===== src/rtl/song_sequencer.sv =====
// song_sequencer: walks a 32-entry song ROM and times each note in beats; optional SONG_SEQ_REPEAT_EN loops the song.
// Latency: ROM address is presented in FETCH, and the note is registered two cycles after the sequencer leaves IDLE or HOLD.
// Backpressure: play=0 only freezes beat counting in HOLD; FETCH and DECODE always complete.
module song_sequencer (
    input  logic        clk,
    input  logic        reset,
    input  logic        play,
    input  logic        reset_player,
    input  logic [1:0]  song,
    input  logic        beat,
    output logic [6:0]  rom_addr,
    input  logic [11:0] rom_data,
    output logic [5:0]  note_out,
    output logic        new_note,
    output logic        note_active,
    output logic        song_done
);

`ifdef SONG_SEQ_REPEAT_EN
    localparam logic REPEAT_EN = 1'b1;
`else
    localparam logic REPEAT_EN = 1'b0;
`endif

    typedef enum logic [2:0] {
        IDLE   = 3'd0,
        FETCH  = 3'd1,
        DECODE = 3'd2,
        HOLD   = 3'd3,
        DONE   = 3'd4
    } state_t;

    state_t      state, state_nxt;
    logic [1:0]  song_latched, song_latched_nxt;
    logic [4:0]  note_idx, note_idx_nxt;
    logic [5:0]  dur_cnt, dur_cnt_nxt;
    logic [5:0]  note_out_nxt;
    logic        new_note_nxt;
    logic        song_done_nxt;

    logic [5:0]  rom_note;
    logic [5:0]  rom_dur;

    assign rom_note    = rom_data[11:6];
    assign rom_dur     = rom_data[5:0];
    assign rom_addr    = {song_latched, note_idx};
    assign note_active = (state == HOLD) && play;

    always_comb begin
        state_nxt        = state;
        song_latched_nxt = song_latched;
        note_idx_nxt     = note_idx;
        dur_cnt_nxt      = dur_cnt;
        note_out_nxt     = note_out;
        new_note_nxt     = 1'b0;
        song_done_nxt    = 1'b0;

        // A player clear wins over everything, including a strobe due this edge.
        if (reset_player) begin
            state_nxt    = IDLE;
            note_idx_nxt = 5'd0;
            dur_cnt_nxt  = 6'd0;
            note_out_nxt = 6'd0;
        end else begin
            case (state)
                IDLE: begin
                    if (play) begin
                        song_latched_nxt = song;
                        state_nxt        = FETCH;
                    end
                end
                FETCH: begin
                    state_nxt = DECODE;
                end
                DECODE: begin
                    if (rom_dur != 6'd0) begin
                        note_out_nxt = rom_note;
                        dur_cnt_nxt  = rom_dur;
                        new_note_nxt = 1'b1;
                        state_nxt    = HOLD;
                    end else begin
                        note_idx_nxt  = 5'd0;
                        note_out_nxt  = 6'd0;
                        song_done_nxt = !REPEAT_EN;
                        state_nxt     = DONE;
                    end
                end
                HOLD: begin
                    if (beat && play) begin
                        dur_cnt_nxt = dur_cnt - 6'd1;
                        if (dur_cnt == 6'd1) begin
                            // note_idx wraps naturally; a wrap means all 32 slots were played.
                            note_idx_nxt = note_idx + 5'd1;
                            if (note_idx == 5'd31) begin
                                note_out_nxt  = 6'd0;
                                song_done_nxt = !REPEAT_EN;
                                state_nxt     = DONE;
                            end else begin
                                state_nxt = FETCH;
                            end
                        end
                    end
                end
                DONE: begin
                    note_idx_nxt = 5'd0;
                    state_nxt    = REPEAT_EN ? FETCH : IDLE;
                end
                default: begin
                    state_nxt = IDLE;
                end
            endcase
        end
    end

    always_ff @(posedge clk or negedge reset) begin
        if (!reset) begin
            state        <= IDLE;
            song_latched <= 2'd0;
            note_idx     <= 5'd0;
            dur_cnt      <= 6'd0;
            note_out     <= 6'd0;
            new_note     <= 1'b0;
            song_done    <= 1'b0;
        end else begin
            state        <= state_nxt;
            song_latched <= song_latched_nxt;
            note_idx     <= note_idx_nxt;
            dur_cnt      <= dur_cnt_nxt;
            note_out     <= note_out_nxt;
            new_note     <= new_note_nxt;
            song_done    <= song_done_nxt;
        end
    end

endmodule


===== config.mk =====
export PLATFORM = sky130hd
export DESIGN_NAME = song_sequencer
export DESIGN_NICKNAME = d
export VERILOG_FILES = /design/src/rtl/song_sequencer.sv
export SDC_FILE = /design/constraint.sdc
export NUM_CORES = 1
export LEC_CHECK = 0
export ABC_AREA = 1
export BUFFER_PORTS_ARGS = -buffer_cell sky130_fd_sc_hd__buf_2
export CAP_MARGIN = 15
export CORE_UTILIZATION = 36
export CTS_BUF_LIST = sky130_fd_sc_hd__clkbuf_16
export DETAILED_ROUTE_END_ITERATION = 10
export HOLD_SLACK_MARGIN = 0.08
export SKIP_CTS_REPAIR_TIMING = 1
export SLEW_MARGIN = 30
export SYNTH_ARGS = -nofsm -noshare
export SYNTH_HDL_FRONTEND = slang
export SYNTH_SLANG_ARGS = --single-unit
export TNS_END_PERCENT = 50

===== constraint.sdc =====
create_clock -name clk -period 2.1 [get_ports clk]
set_clock_uncertainty 0.15 [all_clocks]
set_input_delay 0.315 -clock clk [delete_from_list [all_inputs] [get_ports clk]]
set_output_delay 0.315 -clock clk [all_outputs]
set_load 0.01 [all_outputs]

=== After elaboration in Yosys (flattened, before gate mapping) ===
Cells that the tools add are included.
W data, S select, Z words.

* Add/subtract/negate cells: 2
* $mul: 0
* Divide/modulo/power cells: 0
* $lt $le $gt $ge: 0
* Equal/unequal tests: 12
* Shift-type cells: 0
* Muxes and demuxes: 31
* Bitwise operators: 1
* Reductions and logical operators: 11

{| class="wikitable"
|+ Operator list
! cell !! number
|-
| $mux W6 || 8
|-
| $pmux W6 S2 || 2
|-
| $mux W5 || 4
|-
| $mux W3 || 6
|-
| $pmux W5 S3 || 1
|-
| $pmux W3 S4 || 1
|-
| $ne A3 B2 Y1 const B || 3
|-
| $ne A3 B3 Y1 const B || 3
|-
| $reduce_and A3 Y1 || 3
|-
| $mux W1 || 8
|-
| $reduce_and A4 Y1 || 2
|-
| $eq A3 B2 Y1 const B || 2
|-
| $eq A6 B1 Y1 const B || 1
|-
| $reduce_bool A6 Y1 || 1
|-
| $sub A6 B1 Y6 const B || 1
|-
| $add A5 B1 Y5 const B || 1
|-
| $eq A5 B5 Y1 const B || 1
|-
| $reduce_bool A4 Y1 || 1
|-
| $eq A3 B1 Y1 const B || 1
|-
| $eq A3 B3 Y1 const B || 1
|-
| $logic_not A3 Y1 || 1
|-
| $reduce_bool A3 Y1 || 1
|-
| $logic_and A1 B1 Y1 || 2
|-
| $pmux W1 S2 || 1
|-
| $not A1 Y1 || 1
|}

* Bits in registers: 24
* Bits in latches: 0
* Memory bits (writable): 0
* Memory bits (read-only): 0
* Bits of input ports: 19
* Output and inout port bits: 16
* Word-level logic and storage cells: 64
* Memories: 0

=== Longest topological paths before layout ===
* Depth after elaboration: 6
* Depth in mapped cells: 10
* Depth with buffers taken out: 10

=== Worst setup path before layout ===
No wires, ideal clock.

* Path type: reg-to-reg
* Start point: register note_idx[0]
* End point: register note_out[0]
* Library setup time: 65 ps
* Arrival time: 1475 ps
* Data required time: 1885 ps
* Slack: 410 ps
* Stages on the path, launching flop included: 11
* Path buffers: 0
* Period minus slack after synthesis: 1690 ps
* Path through: dfrtp_1 ha_1 nand2_1 nor2_1 ha_1 nor2_1 nand2_1 nand2_1 nor2_4 nand2_1 nand2_1

* Word-level cells in the longest chain between the ends: 3

{| class="wikitable"
|+ Ends and longest elaborated chain
! what !! RTL line !! text
|-
| start, declared || 35 || <nowiki>logic [4:0] note_idx, note_idx_nxt;</nowiki>
|-
| start signal, assigned || 127 || <nowiki>note_idx <= note_idx_nxt;</nowiki>
|-
| $eq A5 B5 Y1 || 94 || <nowiki>if (note_idx == 5'd31) begin</nowiki>
|-
| $ne A3 B2 Y1 (no source line) || - ||
|-
| $reduce_and A4 Y1 (no source line) || - ||
|-
| end signal, assigned || 129 || <nowiki>note_out <= note_out_nxt;</nowiki>
|-
| end, declared || 13 || <nowiki>output logic [5:0] note_out,</nowiki>
|}

No other way between the ends.
A chain may end at the register's enable or synchronous reset.

=== Final worst setup path ===
* Start point: register note_idx[0]
* End point: register note_out[3]

The elaborated chain is that of the path after synthesis.

==> flow_summary.yaml <==
floorplanning:
  die_h_um: 66.6
  core_area_um2: 4000
  dieWidth_um: 66.6
  initial_core_util: 0.375
  die_area_um2: 4430
  io_pins: 35
  std_cell_rows: 23
yosys:
  ys_seq_area_frac: 0.400
  syn_area_um2: 1500
  yosys.area.top_type: "dfrtp_1"
  ys_types: 27
  ys_warn_count: 0
  ys_ff_latch: 24
  yosys.area.top_type_share: 0.400
  synth_nets: 228
  netlist_instances: 204
  syn_avg_cell_area_um2: 7.36
  synthTopCellsByArea: "dfrtp_1 40%, nand2_1 19%, nor2_1 6.5%, inv_1 5.5%, ha_1 4.2%"
worst_setup_path:
  start_kind: "register"
  worstSetupPathType: "reg2reg"
  crit_required_ps: 2150
  worstRegToRegCells: 10
  crit_fanout: 6
  cp-end-kind: "register"
  critPathArrivalTime_ps: 1830
sta:
  clock.fmax_mhz: 560
  setup_viol: 0
  maxSlewViolCount: 0
  period_share: 0.850
  max-slew-margin-rel: 0.633
  hold_viol_final: 0
  tns_ps: 0
  rsz0062_at_grt: "false"
  fin_crit_ps: 1790
  worstMarginPinSlew_ps: 550
global_route:
  grt_pass1_vias: 1320
  grt_max_degree: 25
  overflow: 0
  track_usage: 0.169
  antenna_found_initial: 0
  grt_pass1_wl_um: 5750
pwr:
  leakage_nw: 1.05
  powerDensity_nw_per_um2: 1020
  ir_drop_mv: 0.881
  finalPower_w: 0.00189
clocking:
  htree_levels: 1
  clkTransAtPathRegs_ps: 60
  clk_latency_ps: 250
  clock_sinks: 24
  cts-root-buf: "clkbuf_16"
  clock_path_buffers: 2
  cts_tree: "done"
  numCtsBuffers: 3
final_layout:
  areaGrowthSynthToFinish_pct: 23.2
  diodes: 0
  final_layout_size_suffix_gt1_frac: 0.239
  fill_cells: 415
  nNetsFinal: 268
route:
  post_drt_wl_per_cell_um: 11.0
  via_per_inst: 4.67
  drt_pass1_iterations: 4
  drt_iter0_markers: 66
  drc: 0
  num_vias: 1369
  ant_nets: 0
  totalWireLength_um: 3230
placed_design:
  hpwl_um: 2510
  portBuffers: 34
  gp_congestion: 0.850
worst_hold_path:
  hp-class: "in2reg"
  whs_path_depth: 2
job:
  drv_cap: 0
run_status:
  status: "finished clean"
cell families after synthesis:
family / synth area share
buffers and inverters: 0.0675
adders and majority gates: 0.0417
DFF: 0.400
and+or+nand+nor: 0.423
xor gates and xnor gates: 0.0117
AOI/OAI and AO/OA: 0.0408
muxes: 0.0150
worst max-delay path, cell delays in order (launching register included):
cell and delay, ps:
dfrtp_1 420, ha_1 210, nand2_1 60, nor2_1 140, ha_1 180, nor2_1 50, nand2_1 120, nand2_1 110
nor2_4 180, nand2_1 70, nand2_1 60
metal layers:
layer / up-vias / track usage / share of wire / routed length [µm]
li1: 722 / - / - / -
met1: 631 / 0.209 / 0.48 / 1540
met2: 14 / 0.297 / 0.49 / 1580
met3: 2 / 0.0377 / 0.030 / 98
met4: 0 / 0.0319 / 0.0028 / 9
met5: - / 0 / 0 / 0
cells in the mapped netlist (all sizes together):
master and instances:
nand2 79, nor2 30, dfrtp 24, inv 24, nand3 16, nand4 6, o21ai 6, ha 5
a21oi 4, mux2 2, nor3 2, clkinv 1, nand3b 1, nor3b 1, o211ai 1, xnor2 1
xor2 1
path summary, 6_finish.rpt:
kind	start	end	slack (ps)
max	note_idx[0]	note_out[3]	310
min	song[1]	song_latched[1]	150
max reg2reg	note_idx[0]	note_out[3]	310
min reg2reg	note_out[1]	note_out[1]	330
max in group asynchronous	reset	note_idx[1]	1010
min in group asynchronous	reset	dur_cnt[4]	430
layout make-up:
cell class	instances	area, µm²	area share
clock inverters	1	30.0	0.0162
clock buffers	3	75.1	0.0406
repair buffers	35	180	0.0974
flip-flops and latches	24	601	0.325
well taps	50	62.6	0.0338
inverters	25	101	0.0548
multi-input cells	155	800	0.432
layout by cell type, fill, tap and decap left out, types with 3 or more instances in the layout:
master and n:
inv_1 22, nand3_2 4, clkbuf_16 3, o21ai_0 5
buf_2 34, a21oi_1 3, nand2_2 3, nor2_1 26
nor2_2 3, nand2_1 75, dfrtp_1 24, ha_1 5
nand4_1 6, nand3_1 10
state kept, by name, summed over array words and instances, names as in the netlist:
signal        count
dur_cnt           6
note_idx          5
state             3
note_out          6
song_latched      2
new_note          1
song_done         1
power by group:
group	switching (W)	total [W]	internal [W]
logic	0.000409	0.000669	0.000260
registers	0.000108	0.000682	0.000575
clock network	0.000159	0.000538	0.000379
stage by stage:
step	util	std cells	area, µm²	hold slack [ps]	worst slack [ps]
after floorplan	-	204	1500	-131	410
after global placement	0.434	288	1730	189	378
after detailed placement	0.434	288	1730	188	321
after CTS	0.460	292	1840	-87.2	288
after global routing	0.462	293	1850	146	48.0
final	0.462	293	1850	146	314
Power figures use the tool's default switching activity.
